### src/rtl/uart_cmd_pkg.sv
// ---------------------------------------------------------------------------
// uart_cmd_pkg
// Shared definitions for the UART command sequencer: FSM state encoding,
// command opcodes, default frame/reply marker bytes and frame length.
// ---------------------------------------------------------------------------
package uart_cmd_pkg;

  typedef enum logic [3:0] {
    S_HDR    = 4'd0,
    S_CMD    = 4'd1,
    S_ADDR   = 4'd2,
    S_DATA   = 4'd3,
    S_CHK    = 4'd4,
    S_EXEC   = 4'd5,
    S_RDWAIT = 4'd6,
    S_TXHDR  = 4'd7,
    S_TXDAT  = 4'd8
  } state_t;

  localparam logic [7:0] CMD_WR       = 8'h01;
  localparam logic [7:0] CMD_RD       = 8'h02;
  localparam logic [7:0] HDR_BYTE_DEF = 8'hAA;
  localparam logic [7:0] RSP_BYTE_DEF = 8'h55;

  // HDR, CMD, ADDR, DATA, CHK
  localparam int FRAME_LEN = 5;

endpackage

### src/rtl/uart_cmd_ctrl_if.sv
// ---------------------------------------------------------------------------
// uart_cmd_ctrl_if
// Bundles the byte stream from the UART receiver, the register-bank strobes,
// the reply stream to the UART transmitter and the status outputs.
//   slave  : the command sequencer (consumes rx bytes, drives reg/tx/status)
//   master : the surrounding environment (PHYs + register bank)
// ---------------------------------------------------------------------------
interface uart_cmd_ctrl_if #(
  parameter int ADDR_W = 8
);
  logic              rx_valid;
  logic [7:0]        rx_data;
  logic              reg_wr_en;
  logic              reg_rd_en;
  logic [ADDR_W-1:0] reg_addr;
  logic [7:0]        reg_wr_data;
  logic [7:0]        reg_rd_data;
  logic              tx_valid;
  logic [7:0]        tx_data;
  logic              tx_ready;
  logic              busy;
  logic              frame_err;
  logic [7:0]        err_cnt;

  modport slave (
    input  rx_valid, rx_data, reg_rd_data, tx_ready,
    output reg_wr_en, reg_rd_en, reg_addr, reg_wr_data,
           tx_valid, tx_data, busy, frame_err, err_cnt
  );

  modport master (
    output rx_valid, rx_data, reg_rd_data, tx_ready,
    input  reg_wr_en, reg_rd_en, reg_addr, reg_wr_data,
           tx_valid, tx_data, busy, frame_err, err_cnt
  );
endinterface

### src/rtl/uart_cmd_timeout.sv
// ---------------------------------------------------------------------------
// uart_cmd_timeout
// Inter-byte idle counter. Clear has priority over enable; the counter stops
// at the terminal value so o_tc stays high until cleared.
// Ports:
//   clk, rst_n : clock, async active-low reset
//   i_clr      : load zero
//   i_en       : count one cycle
//   o_tc       : counter == TIMEOUT_CYC-1
// ---------------------------------------------------------------------------
module uart_cmd_timeout #(
  parameter int TIMEOUT_CYC = 208320
) (
  input  logic clk,
  input  logic rst_n,
  input  logic i_clr,
  input  logic i_en,
  output logic o_tc
);

  localparam int CW = (TIMEOUT_CYC > 2) ? $clog2(TIMEOUT_CYC) : 1;
  localparam logic [CW-1:0] TC_VAL = CW'(TIMEOUT_CYC - 1);

  logic [CW-1:0] r_cnt;

  always_ff @(posedge clk or negedge rst_n) begin
    if (!rst_n)             r_cnt <= '0;
    else if (i_clr)         r_cnt <= '0;
    else if (i_en && !o_tc) r_cnt <= r_cnt + CW'(1);
  end

  assign o_tc = (r_cnt == TC_VAL);

endmodule

### src/rtl/uart_cmd_ctrl.sv
// ---------------------------------------------------------------------------
// uart_cmd_ctrl
// Assembles 5-byte command frames (HDR CMD ADDR DATA CHK, CHK = CMD^ADDR^DATA)
// from the UART receiver, executes register writes, and for reads sends a
// two-byte reply (RSP_BYTE, data) to the UART transmitter.
// Ports:
//   clk, rst_n : clock, async active-low reset
//   bus        : uart_cmd_ctrl_if.slave
//                rx_valid/rx_data        byte strobe from receiver
//                reg_wr_en/reg_rd_en     one-cycle register strobes
//                reg_addr/reg_wr_data    last accepted frame's address/data
//                reg_rd_data             valid the cycle after reg_rd_en
//                tx_valid/tx_data/tx_ready reply handshake
//                busy                    any state but S_HDR
//                frame_err/err_cnt       discard pulse, saturating count
// ---------------------------------------------------------------------------
module uart_cmd_ctrl
  import uart_cmd_pkg::*;
#(
  parameter int         ADDR_W      = 8,
  parameter int         TIMEOUT_CYC = 208320,
  parameter logic [7:0] HDR_BYTE    = HDR_BYTE_DEF,
  parameter logic [7:0] RSP_BYTE    = RSP_BYTE_DEF
) (
  input  logic            clk,
  input  logic            rst_n,
  uart_cmd_ctrl_if.slave  bus
);

  state_t r_state, w_state_nxt;

  // frame capture
  logic [7:0]        r_xor;        // running CMD^ADDR^DATA
  logic              r_is_rd;
  logic              r_cmd_ok;
  logic [ADDR_W-1:0] r_addr_sh;    // in-flight frame, committed on accept
  logic [7:0]        r_data_sh;

  // registered outputs / reply data
  logic [ADDR_W-1:0] r_reg_addr;
  logic [7:0]        r_reg_wr_data;
  logic [7:0]        r_rd_data;
  logic              r_frame_err;
  logic [7:0]        r_err_cnt;

  logic       w_in_frame, w_tc, w_chk_ok, w_accept, w_timeout, w_err;
  logic       w_reg_wr_en, w_reg_rd_en, w_tx_valid;
  logic [7:0] w_tx_data;

  assign w_in_frame = (r_state == S_CMD) || (r_state == S_ADDR) ||
                      (r_state == S_DATA) || (r_state == S_CHK);

  uart_cmd_timeout #(.TIMEOUT_CYC(TIMEOUT_CYC)) u_tmo (
    .clk   (clk),
    .rst_n (rst_n),
    .i_clr (bus.rx_valid || !w_in_frame),
    .i_en  (w_in_frame),
    .o_tc  (w_tc)
  );

  // An invalid opcode is only reported here, together with the checksum.
  assign w_chk_ok  = (bus.rx_data == r_xor) && r_cmd_ok;
  assign w_accept  = (r_state == S_CHK) && bus.rx_valid && w_chk_ok;
  // A byte arriving on the terminal-count cycle keeps the frame alive.
  assign w_timeout = w_in_frame && !bus.rx_valid && w_tc;
  assign w_err     = ((r_state == S_CHK) && bus.rx_valid && !w_chk_ok) || w_timeout;

  // ---------------- FSM: state register ----------------
  always_ff @(posedge clk or negedge rst_n) begin
    if (!rst_n) r_state <= S_HDR;
    else        r_state <= w_state_nxt;
  end

  // ---------------- FSM: next state ----------------
  always_comb begin
    w_state_nxt = r_state;
    case (r_state)
      S_HDR:    if (bus.rx_valid && bus.rx_data == HDR_BYTE) w_state_nxt = S_CMD;
      S_CMD:    if (bus.rx_valid) w_state_nxt = S_ADDR;
                else if (w_tc)    w_state_nxt = S_HDR;
      S_ADDR:   if (bus.rx_valid) w_state_nxt = S_DATA;
                else if (w_tc)    w_state_nxt = S_HDR;
      S_DATA:   if (bus.rx_valid) w_state_nxt = S_CHK;
                else if (w_tc)    w_state_nxt = S_HDR;
      S_CHK:    if (bus.rx_valid) w_state_nxt = w_chk_ok ? S_EXEC : S_HDR;
                else if (w_tc)    w_state_nxt = S_HDR;
      S_EXEC:   w_state_nxt = r_is_rd ? S_RDWAIT : S_HDR;
      S_RDWAIT: w_state_nxt = S_TXHDR;
      S_TXHDR:  if (bus.tx_ready) w_state_nxt = S_TXDAT;
      S_TXDAT:  if (bus.tx_ready) w_state_nxt = S_HDR;
      default:  w_state_nxt = S_HDR;
    endcase
  end

  // ---------------- FSM: outputs ----------------
  // Decoded from state only, so reset drops strobes and tx_valid at once.
  always_comb begin
    w_reg_wr_en = 1'b0;
    w_reg_rd_en = 1'b0;
    w_tx_valid  = 1'b0;
    w_tx_data   = 8'h00;
    case (r_state)
      S_EXEC: begin
        w_reg_wr_en = !r_is_rd;
        w_reg_rd_en = r_is_rd;
      end
      S_TXHDR: begin
        w_tx_valid = 1'b1;
        w_tx_data  = RSP_BYTE;
      end
      S_TXDAT: begin
        w_tx_valid = 1'b1;
        w_tx_data  = r_rd_data;
      end
      default: ;
    endcase
  end

  // ---------------- datapath ----------------
  always_ff @(posedge clk or negedge rst_n) begin
    if (!rst_n) begin
      r_xor         <= 8'h00;
      r_is_rd       <= 1'b0;
      r_cmd_ok      <= 1'b0;
      r_addr_sh     <= '0;
      r_data_sh     <= 8'h00;
      r_reg_addr    <= '0;
      r_reg_wr_data <= 8'h00;
      r_rd_data     <= 8'h00;
      r_frame_err   <= 1'b0;
      r_err_cnt     <= 8'h00;
    end else begin
      r_frame_err <= w_err;
      if (w_err && r_err_cnt != 8'hFF) r_err_cnt <= r_err_cnt + 8'h01;

      if (bus.rx_valid) begin
        case (r_state)
          S_CMD: begin
            r_xor    <= bus.rx_data;
            r_is_rd  <= (bus.rx_data == CMD_RD);
            r_cmd_ok <= (bus.rx_data == CMD_WR) || (bus.rx_data == CMD_RD);
          end
          S_ADDR: begin
            r_xor     <= r_xor ^ bus.rx_data;
            r_addr_sh <= bus.rx_data[ADDR_W-1:0];
          end
          S_DATA: begin
            r_xor     <= r_xor ^ bus.rx_data;
            r_data_sh <= bus.rx_data;
          end
          default: ;
        endcase
      end

      // Register-bank outputs only move on an accepted frame; read DATA is
      // a don't-care and does not disturb reg_wr_data.
      if (w_accept) begin
        r_reg_addr <= r_addr_sh;
        if (!r_is_rd) r_reg_wr_data <= r_data_sh;
      end

      if (r_state == S_RDWAIT) r_rd_data <= bus.reg_rd_data;
    end
  end

  assign bus.reg_wr_en   = w_reg_wr_en;
  assign bus.reg_rd_en   = w_reg_rd_en;
  assign bus.reg_addr    = r_reg_addr;
  assign bus.reg_wr_data = r_reg_wr_data;
  assign bus.tx_valid    = w_tx_valid;
  assign bus.tx_data     = w_tx_data;
  assign bus.busy        = (r_state != S_HDR);
  assign bus.frame_err   = r_frame_err;
  assign bus.err_cnt     = r_err_cnt;

endmodule

### src/flat_wrapper.sv
// flat-port wrapper written by rule: the top's interface ports become plain ports
module uart_cmd_ctrl_flat import uart_cmd_pkg::*;
#(
  parameter int         ADDR_W      = 8,
  parameter int         TIMEOUT_CYC = 208320,
  parameter logic [7:0] HDR_BYTE    = HDR_BYTE_DEF,
  parameter logic [7:0] RSP_BYTE    = RSP_BYTE_DEF
)
  (clk, rst_n, bus_rx_valid, bus_rx_data, bus_reg_rd_data, bus_tx_ready, bus_reg_wr_en, bus_reg_rd_en, bus_reg_addr, bus_reg_wr_data, bus_tx_valid, bus_tx_data, bus_busy, bus_frame_err, bus_err_cnt);
  uart_cmd_ctrl_if #(.ADDR_W(ADDR_W)) bus_i ();
  input  logic clk;
  input  logic rst_n;
  input wire logic [$bits(bus_i.rx_valid)-1:0] bus_rx_valid;
  input wire logic [$bits(bus_i.rx_data)-1:0] bus_rx_data;
  input wire logic [$bits(bus_i.reg_rd_data)-1:0] bus_reg_rd_data;
  input wire logic [$bits(bus_i.tx_ready)-1:0] bus_tx_ready;
  output wire logic [$bits(bus_i.reg_wr_en)-1:0] bus_reg_wr_en;
  output wire logic [$bits(bus_i.reg_rd_en)-1:0] bus_reg_rd_en;
  output wire logic [$bits(bus_i.reg_addr)-1:0] bus_reg_addr;
  output wire logic [$bits(bus_i.reg_wr_data)-1:0] bus_reg_wr_data;
  output wire logic [$bits(bus_i.tx_valid)-1:0] bus_tx_valid;
  output wire logic [$bits(bus_i.tx_data)-1:0] bus_tx_data;
  output wire logic [$bits(bus_i.busy)-1:0] bus_busy;
  output wire logic [$bits(bus_i.frame_err)-1:0] bus_frame_err;
  output wire logic [$bits(bus_i.err_cnt)-1:0] bus_err_cnt;
  assign bus_i.rx_valid = bus_rx_valid;
  assign bus_i.rx_data = bus_rx_data;
  assign bus_i.reg_rd_data = bus_reg_rd_data;
  assign bus_i.tx_ready = bus_tx_ready;
  assign bus_reg_wr_en = bus_i.reg_wr_en;
  assign bus_reg_rd_en = bus_i.reg_rd_en;
  assign bus_reg_addr = bus_i.reg_addr;
  assign bus_reg_wr_data = bus_i.reg_wr_data;
  assign bus_tx_valid = bus_i.tx_valid;
  assign bus_tx_data = bus_i.tx_data;
  assign bus_busy = bus_i.busy;
  assign bus_frame_err = bus_i.frame_err;
  assign bus_err_cnt = bus_i.err_cnt;
  uart_cmd_ctrl #(.ADDR_W(ADDR_W), .TIMEOUT_CYC(TIMEOUT_CYC), .HDR_BYTE(HDR_BYTE), .RSP_BYTE(RSP_BYTE)) u_core (.clk(clk), .rst_n(rst_n), .bus(bus_i));
endmodule
### config.mk
export PLATFORM = sky130hd
export DESIGN_NAME = uart_cmd_ctrl_flat
export DESIGN_NICKNAME = d
export VERILOG_FILES = /design/src/rtl/uart_cmd_pkg.sv /design/src/rtl/uart_cmd_ctrl_if.sv /design/src/rtl/uart_cmd_timeout.sv /design/src/rtl/uart_cmd_ctrl.sv /design/src/flat_wrapper.sv
export SDC_FILE = /design/constraint.sdc
export NUM_CORES = 1
export LEC_CHECK = 0
export ABC_CLOCK_PERIOD_IN_PS = 3000
export BUFFER_PORTS_ARGS = -buffer_cell sky130_fd_sc_hd__buf_2
export CAP_MARGIN = 40
export CORE_MARGIN = 5
export CORE_UTILIZATION = 50
export CTS_CLUSTER_DIAMETER = 60
export DETAILED_ROUTE_END_ITERATION = 12
export PLACE_DENSITY_LB_ADDON = 0.08
export SLEW_MARGIN = 25
export SYNTH_ARGS = -nofsm -noshare
export SYNTH_HDL_FRONTEND = slang
export SYNTH_SLANG_ARGS = --single-unit
### constraint.sdc
create_clock -name clk -period 3 [get_ports clk]
set_clock_uncertainty 0.2 [all_clocks]
set_input_delay 0.6 -clock clk [delete_from_list [all_inputs] [get_ports clk]]
set_output_delay 0.6 -clock clk [all_outputs]
set_load 0.005 [all_outputs]
== Yosys cells after proc, flatten, opt, wreduce, memory -nomap -nowiden ==
Index checks and enable logic that the tools add are counted.
Widths: inputs -> output; s select.

* Output and inout bits: 37
* Logic and storage cells: 83
* Flip-flop bits (word level): 81
* Input port bits: 20

* Eq/ne operators: 17
* Reduce and logical (&&, ||, !) cells: 32
* Multiplexer cells: 18
* Bitwise operators: 2
* $add $sub $neg: 2

{| class="wikitable"
|+ Operators by type and width
! operator !! count
|-
| $mux 18 || 2
|-
| $pmux 4 s9 || 1
|-
| $mux 4 || 8
|-
| $pmux 8 s2 || 2
|-
| $add 18x1->18 const B || 1
|-
| $eq 18x18->1 const B || 1
|-
| $eq 4x3->1 const B || 4
|-
| $reduce_and 2->1 || 5
|-
| $logic_and 1x1->1 || 9
|-
| $add 8x1->8 const B || 1
|-
| $eq 4x2->1 const B || 2
|-
| $eq 8x1->1 const B || 1
|-
| $eq 8x2->1 const B || 1
|-
| $eq 8x8->1 || 1
|-
| $eq 8x8->1 const B || 1
|-
| $ne 8x8->1 const B || 1
|-
| $xor 8x8->8 || 1
|-
| $logic_or 1x1->1 || 6
|-
| $mux 3 || 2
|-
| $logic_not 1->1 || 5
|-
| $eq 4x1->1 const B || 1
|-
| $eq 4x4->1 const B || 1
|-
| $logic_not 4->1 || 1
|-
| $ne 2x2->1 const B || 2
|-
| other kinds (7) || 11
|}

== Longest topological paths before layout ==
Gate-level depths: netlist of run 1.

* Depth in word-level cells: 8
* Depth in mapped cells: 7
* Gate-level depth less buffers: 6

== Modules after synthesis ==
A second synthesis of run 1 with hierarchy kept.

* Cells, all modules: 350
* Area total of the unflattened synthesis: 3966.3 sq um

{| class="wikitable"
|+ By module, submodules not included
! module !! area an instance (sq um) !! times used !! sequential area each (sq um) !! cells each
|-
| uart_cmd_ctrl || 2939.1 || 1 || 1576.5 || 241
|-
| uart_cmd_timeout || 1027.2 || 1 || 450.4 || 109
|}

== Worst setup path before layout of run 1 ==
OpenSTA, ideal clock, no wires.

* Kind: reg-to-output
* Start: register u_core.r_state[1]
* End: output port bus_tx_data[1]
* Path buffers: 1
* Stages on the path, launching flop included: 4
* Path slack: 0.635 ns
* Data required time: 2.200 ns
* Arrival: 1.565 ns
* Cell sequence: dfrtp_1 buf_2 nor4_1 and2_1

* Longest elaborated chain between the ends: 2
* Elaborated cells on any way between the ends: 3
* Those cells by class: eq/ne: 2; mux: 1

{| class="wikitable"
|+ RTL lines
! element !! line !! source
|-
| from (decl) || uart_cmd_ctrl.sv:30 || <nowiki>state_t r_state, w_state_nxt;</nowiki>
|-
| from (signal assigned) || uart_cmd_ctrl.sv:71 || <nowiki>else r_state <= w_state_nxt;</nowiki>
|-
| $eq 4x4->1 / $eq 4x3->1 (equally long branches) || uart_cmd_ctrl.sv:102 || <nowiki>case (r_state)</nowiki>
|-
| $pmux 8 s2 * || uart_cmd_ctrl.sv:102 ||
|-
| to (decl) || flat_wrapper.sv:22 || <nowiki>output wire logic [$bits(bus_i.tx_data)-1:0] bus_tx_data;</nowiki>
|}

Every way passes the cells marked *; elsewhere a longest branch is shown, timed or not.

== Worst setup path in the final report of run 1 ==
* Start: register u_core.r_state[1]
* End: output port bus_tx_data[6]

The elaborated chain is that of the path after synthesis.

==> flow_summary.toml, run 1 <==
[timing]
worst_pin_slew_ns = 0.701
clock.fmax_mhz = 398
slew_viol_final = 0
finalHoldViolations = 0
layout_setup_ws_ns = 0.485
worst_hold_slack_ns = 0.0466
finalSetupViolations = 0
rsz0062_at_grt = "false"
max_slew_margin = 0.530
min_period_ns = 2.51
setup_tns_ns = 0
period_share = 0.838

[synthesis]
synthTopCellsByCount = "81 x dfrtp_1, 51 x nand2_1, 34 x mux2_2"
synth.largest_area_cell = "dfrtp_1"
synth_seq_cells = 81
synth_area_per_cell_um2 = 11.3
synth.net_count = 369
syn_area_um2 = 3910
yosysWarnings = 0
ys.flop_type = "dfrtp_1"
synthCells = 347
synth_area_leaders = "dfrtp_1 52%, mux2_2 9.8%, nand2_1 4.9%"
synth_edf_count = 0
yosysSeqAreaShare = 0.518
yosys.area.top_type_share = 0.518
synth_most_common_cell = "dfrtp_1"
synth_cell_types = 44
async_flop_share = 1.00

[power]
p_sw_mw = 1.05
worst_ir_drop_vdd_v = 0.000450
p_per_area_nw_per_um2 = 697
intPower_mw = 2.08
power_leakage_nw = 2.19
clkPwrFrac = 0.217
pwr-share-comb = 0.271
power_frac_seq = 0.512
power_switching_share = 0.335

[placement]
post-place-ws_ns = 0.436
gp_congestion = 0.870
dp_cells = 502
port_buffers = 56
hpwl_um = 5670

[floorplanning]
dieArea_um2 = 9700
rows = 32
ios = 57
core_um2 = 7690
die_height_um = 98.5
die_x_um = 98.5
start_util = 0.509

[clock_network]
postCtsHoldBufs = 0
cts_tree = "done"
root_buffer = "clkbuf_8"
clk_latency_ns = 0.35
clk_pin_slew_worst_paths_ns = 0.09
postCtsResizedCells = 0
cts.sinks = 81
clock_path_buffers = 2
post_cts_buffers = 0
h-tree-depth = 3
cts_buffers = 9

[setup_path]
cp-end-kind = "output pin"
crit_family = "flip-flops"
crit_required_ns = 2.20
slowest_delay_ns = 0.55
cp_slowest_cell = "dfrtp_1"
crit_fanout = 11
regToRegSetupSlack_ns = 0.63
r2r_cells = 5
path_cells = "nor4_1, buf_4, nand2_1, nand2_1, buf_2"
crit_arrival_ns = 1.71
cpMostUsedCell = "nand2_1"
cp-start-kind = "flip-flop"
crit_buf_inv = 2
worstSetupPathType = "reg2out"
crit_cells = 5

[cells_and_area]
nNetsFinal = 433
drive_gt1_frac = 0.323
fillers = 698
syn_to_final_growth_pct = 14.6
layout.cells.non_filler = 517
fin_util = 0.584
n_antenna_cell = 0

[global_route]
grt_pass1_wl_um = 13200
grt_pass1_vias = 2728
grt.overflow.total = 0
track_usage = 0.170
antenna_found_initial = 0
grt_max_degree = 47

[routing]
finalWirelength_um = 7960
vias = 2745
drtAntennaViolNets = 0
vias_per_cell = 5.31
drt_iter0_drc = 111
drc = 0
dr.pass1.iters = 4
routedWlPerCell_um = 15.4

[run_status]
outcome = "finished clean"

[run]
drv_cap = 0

[min_path]
hold_class = "in2async"
-- cells by family after synthesis --
family,count (synthesis),share of synthesized area
buf+inv,14,0.0189
mux,42,0.129
fa+ha+maj,2,0.00639
simple gates,139,0.194
flops,81,0.518
xor+xnor,38,0.0850
compound gates,31,0.0489
-- routing by layer --
| metal | vias up | part of all wire | global-route usage |
|---|---|---|---|
| li1 | 1328 | - | - |
| met1 | 1362 | 0.43 | 0.207 |
| met2 | 48 | 0.52 | 0.296 |
| met3 | 7 | 0.041 | 0.0453 |
| met4 | 0 | 0.011 | 0.0515 |
| met5 | - | 0 | 0 |
-- through the flow --
step | total power [mW] | cell area, um^2
final | 3.13 | 4490
after global routing | 3.33 | 4490
after floorplan | 2.21 | 3910
after global placement | 2.46 | 4330
after CTS | 3.16 | 4490
after detailed placement | 2.48 | 4330
-- power by group through the flow --
stage	combinational [mW]	clock [mW]	sequential (mW)
after global placement	0.837	0	1.62
after floorplan	0.677	0	1.53
after CTS	0.862	0.698	1.60
after global routing	0.949	0.750	1.63
final	0.848	0.678	1.60
after detailed placement	0.860	0	1.62
-- placed cells by master (no fill, tap or decap), types with 3 or more instances in the layout --
cell	count
a21oi_1	13
and2_1	5
and3_1	4
buf_2	55
buf_4	6
clkbuf_8	9
clkinv_2	4
dfrtp_1	81
inv_1	5
mux2_2	34
mux2_4	8
nand2_1	51
nand2b_1	3
nand3_1	12
nand4_1	11
nor2_1	25
nor3_1	6
o21ai_0	7
xnor2_1	17
xor2_1	21
-- registers in the layout (all words and copies together) (netlist names) --
name / count
u_core.u_tmo.r_cnt: 18
u_core.bus.err_cnt: 8
u_core.bus.reg_addr: 8
u_core.bus.reg_wr_data: 8
u_core.r_addr_sh: 8
u_core.r_data_sh: 8
u_core.r_rd_data: 8
u_core.r_xor: 8
u_core.r_state: 4
u_core.bus.frame_err: 1
u_core.r_cmd_ok: 1
u_core.r_is_rd: 1
-- cell type report --
type	count	area, um^2	share of cell area
multi-input combinational	252	1810	0.404
tap	102	128	0.0284
inverter	5	18.8	0.00418
sequential	81	2030	0.452
timing repair buffer	62	340	0.0759
clock buffer	9	124	0.0276
clock inverter	6	36.3	0.00809
-- path summary, 6_finish.rpt --
kind | from | endpoint
max | u_core.r_state[1]$_DFFE_PN0P_ | bus_tx_data[6]
min in group clk | bus_reg_rd_data[7] | u_core.r_rd_data[7]$_DFFE_PN0N_
max in group asynchronous | rst_n | u_core.r_xor[7]$_DFFE_PN0P_
max reg2reg | u_core.u_tmo.r_cnt[12]$_DFFE_PN0P_ | u_core.bus.err_cnt[1]$_DFFE_PN0P_
min | rst_n | u_core.u_tmo.r_cnt[14]$_DFFE_PN0P_
min reg2reg | u_core.bus.err_cnt[5]$_DFFE_PN0P_ | u_core.bus.err_cnt[5]$_DFFE_PN0P_
-- worst reg2reg max path, stage by stage, from the launching register on --
cell and delay, ns:
dfrtp_1 0.44, or4b_4 0.58, nor3_2 0.28, nand4b_4 0.19, a21boi_2 0.22, mux2_2 0.35
(Power assumes the default switching activity.)
==> run 2, diff against run 1 <==
--- a/config.mk
+++ b/config.mk
@@ -5,7 +5,8 @@
 export SDC_FILE = /design/constraint.sdc
 export NUM_CORES = 1
 export LEC_CHECK = 0
-export ABC_CLOCK_PERIOD_IN_PS = 3000
+export ABC_AREA = 1
+export ABC_CLOCK_PERIOD_IN_PS = 2500
 export BUFFER_PORTS_ARGS = -buffer_cell sky130_fd_sc_hd__buf_2
 export CAP_MARGIN = 40
 export CORE_MARGIN = 5
==> constraint.sdc (replaced) <==
create_clock -name clk -period 2.5 [get_ports clk]
set_clock_uncertainty 0.2 [all_clocks]
set_input_delay 0.5 -clock clk [delete_from_list [all_inputs] [get_ports clk]]
set_output_delay 0.5 -clock clk [all_outputs]
set_load 0.005 [all_outputs]
==> run 2 against run 1 <==
Worst setup slack got worse by 0.24 ns; worst hold slack improved by 0.096 ns; core utilization rose by 0.44 points; clock power rose by 20%; synthesized cell count rose by 41%; design area rose by 0.22%; via count rose by 19%; critical path depth rose by 2; global-route usage rose by 1.1 points; highest routed layer is now met5.
==> flow_summary.toml, run 2 <==
[run_status]
outcome = "finished clean"

[clock_network]
clk_pin_slew_worst_paths_ns = 0.08
cts.sinks = 81
post_cts_buffers = 0
clock_path_buffers = 2
cts_buffers = 9
cts_tree = "done"
h-tree-depth = 3
root_buffer = "clkbuf_8"
clk_latency_ns = 0.35

[cells_and_area]
top_register = "u_core.u_tmo.r_cnt"
syn_to_final_growth_pct = 15.5
nNetsFinal = 578
fillers = 713
n_antenna_cell = 0
final_cell_mix = "165 x nand2_1, 81 x dfrtp_1, 55 x buf_2"
stdcell_area_um2 = 4500
fin_util = 0.588
largest_reg_flops = 18
drive_gt1_frac = 0.170
final_common_cell = "nand2_1"

[power]
p_per_area_nw_per_um2 = 851
power_leakage_nw = 2.36
worst_ir_drop_vdd_v = 0.000551

[synthesis]
synth.net_count = 510
yosysWarnings = 0
synth_area_leaders = "dfrtp_1 52%, nand2_1 16%, inv_1 4.7%"
synth_cell_types = 32
synthTopCellsByCount = "165 x nand2_1, 81 x dfrtp_1, 49 x inv_1"
ys.flop_type = "dfrtp_1"
synth.largest_area_cell = "dfrtp_1"
synth_area_per_cell_um2 = 7.98
yosysSeqAreaShare = 0.521
synthCells = 488
yosys.area.top_type_share = 0.521
synth_most_common_cell = "nand2_1"
async_flop_share = 1.00
synth_seq_cells = 81
synth_edf_count = 0
syn_area_um2 = 3890

[min_path]
hold_class = "in2reg"
worstHoldStart = "bus_reg_rd_data[2]"

[setup_path]
endpoint = "bus_tx_data[3]"
crit_start = "u_core.r_state[1]$_DFFE_PN0P_"
r2r_cells = 10
worstSetupPathType = "reg2out"
cp-start-kind = "flip-flop"
r2r-end = "u_core.r_state[0]$_DFFE_PN0P_"
crit_required_ns = 1.80
regToRegSetupSlack_ns = 0.49
crit_fanout = 6
rr_startpoint = "u_core.u_tmo.r_cnt[0]$_DFFE_PN0P_"
crit_arrival_ns = 1.55
cp-end-kind = "output pin"

[routing]
finalWirelength_um = 8280
drt_iter0_drc = 153
vias_per_cell = 4.92
drc = 0
vias = 3254
dr.pass1.iters = 5
routedWlPerCell_um = 12.5
drtAntennaViolNets = 0

[floorplanning]
die_height_um = 98.2
ios = 57
dieArea_um2 = 9650
core_um2 = 7650
start_util = 0.509
die_x_um = 98.2
rows = 32

[global_route]
track_usage = 0.182
grt_pass1_vias = 3179
antenna_found_initial = 1
grt_max_degree = 45
grt.overflow.total = 0
grt_pass1_wl_um = 14400

[timing]
finalHoldViolations = 0
clock.fmax_mhz = 444
worst_pin_slew_ns = 0.595
finalSetupViolations = 0
layout_setup_ws_ns = 0.250
slew_viol_final = 0
min_period_ns = 2.25
max_slew_margin = 0.602
period_share = 0.900
rsz0062_at_grt = "false"
setup_tns_ns = 0

[placement]
port_buffers = 56
hpwl_um = 6240
gp_congestion = 0.848
post-place-ws_ns = 0.271
place_area_um2 = 4330

[run]
drv_cap = 0
==> run 2: layer usage <==
metal	track usage	vias to the layer above	wire length, um
li1	-	1681	-
met1	0.250	1473	3990
met2	0.283	89	3690
met3	0.0436	9	508
met4	0.0630	2	85
met5	0	-	7
==> run 2: area by class of cell <==
class | count | area, um^2 | share of cell area
Sequential cell | 81 | 2030 | 0.451
Multi-Input combinational cell | 346 | 1620 | 0.360
Timing Repair Buffer | 64 | 358 | 0.0796
Inverter | 54 | 203 | 0.0451
Clock buffer | 10 | 128 | 0.0284
Tap cell | 102 | 128 | 0.0284
Clock inverter | 5 | 33.8 | 0.00751
==> run 2: worst min-delay path by stage <==
stage                                    endpoint  cells after the start  slack [ns]
6_report          u_core.r_rd_data[2]$_DFFE_PN0N_                      3        0.14
5_1_grt           u_core.r_rd_data[6]$_DFFE_PN0N_                      3        0.13
4_1_cts           u_core.r_rd_data[6]$_DFFE_PN0N_                      3        0.13
3_5_place_dp   u_core.bus.reg_addr[2]$_DFFE_PN0P_                      2        0.25
3_3_place_gp   u_core.bus.reg_addr[2]$_DFFE_PN0P_                      2        0.25
2_1_floorplan   u_core.bus.err_cnt[0]$_DFFE_PN0P_                      0       0.004
==> run 2: where the power goes <==
group          leakage [nW]  total [mW]  internal, mW  switching, mW
sequential             1.07        1.83          1.64          0.192
clock                0.0781       0.815         0.353          0.461
combinational          1.21        1.18         0.438          0.743
total                  2.36        3.83          2.43           1.40
==> run 2: repair_timing <==
| item | CTS | global route |
|---|---|---|
| setup endpoints to repair | 0 | 0 |
| hold endpoints to repair | 37 | 0 |
| gates resized for setup | 0 | 0 |
| hold buffers | 1 | 0 |
==> run 2: cells by family after synthesis <==
group	count (synthesis)	synth area share
compound gates	59	0.0829
xor+xnor	18	0.0405
fa+ha+maj	2	0.00643
buf+inv	61	0.0630
flops	81	0.521
simple gates	267	0.286
==> run 2: stage by stage <==
stage	total power, mW	instances	hold WS (ns)
floorplan	2.67	488	0.00441
global placement	3.02	646	0.249
detailed placement	3.04	646	0.254
CTS	3.87	662	0.130
global route	4.14	662	0.126
finish	3.83	662	0.143
==> run 2: critical path, stage by stage, from the launching register on <==
cell and delay [ns]:
dfrtp_1 0.39, inv_1 0.09, nand2_1 0.11, nor3_1 0.15, buf_4 0.17, inv_1 0.09
nor2_1 0.10, buf_2 0.12
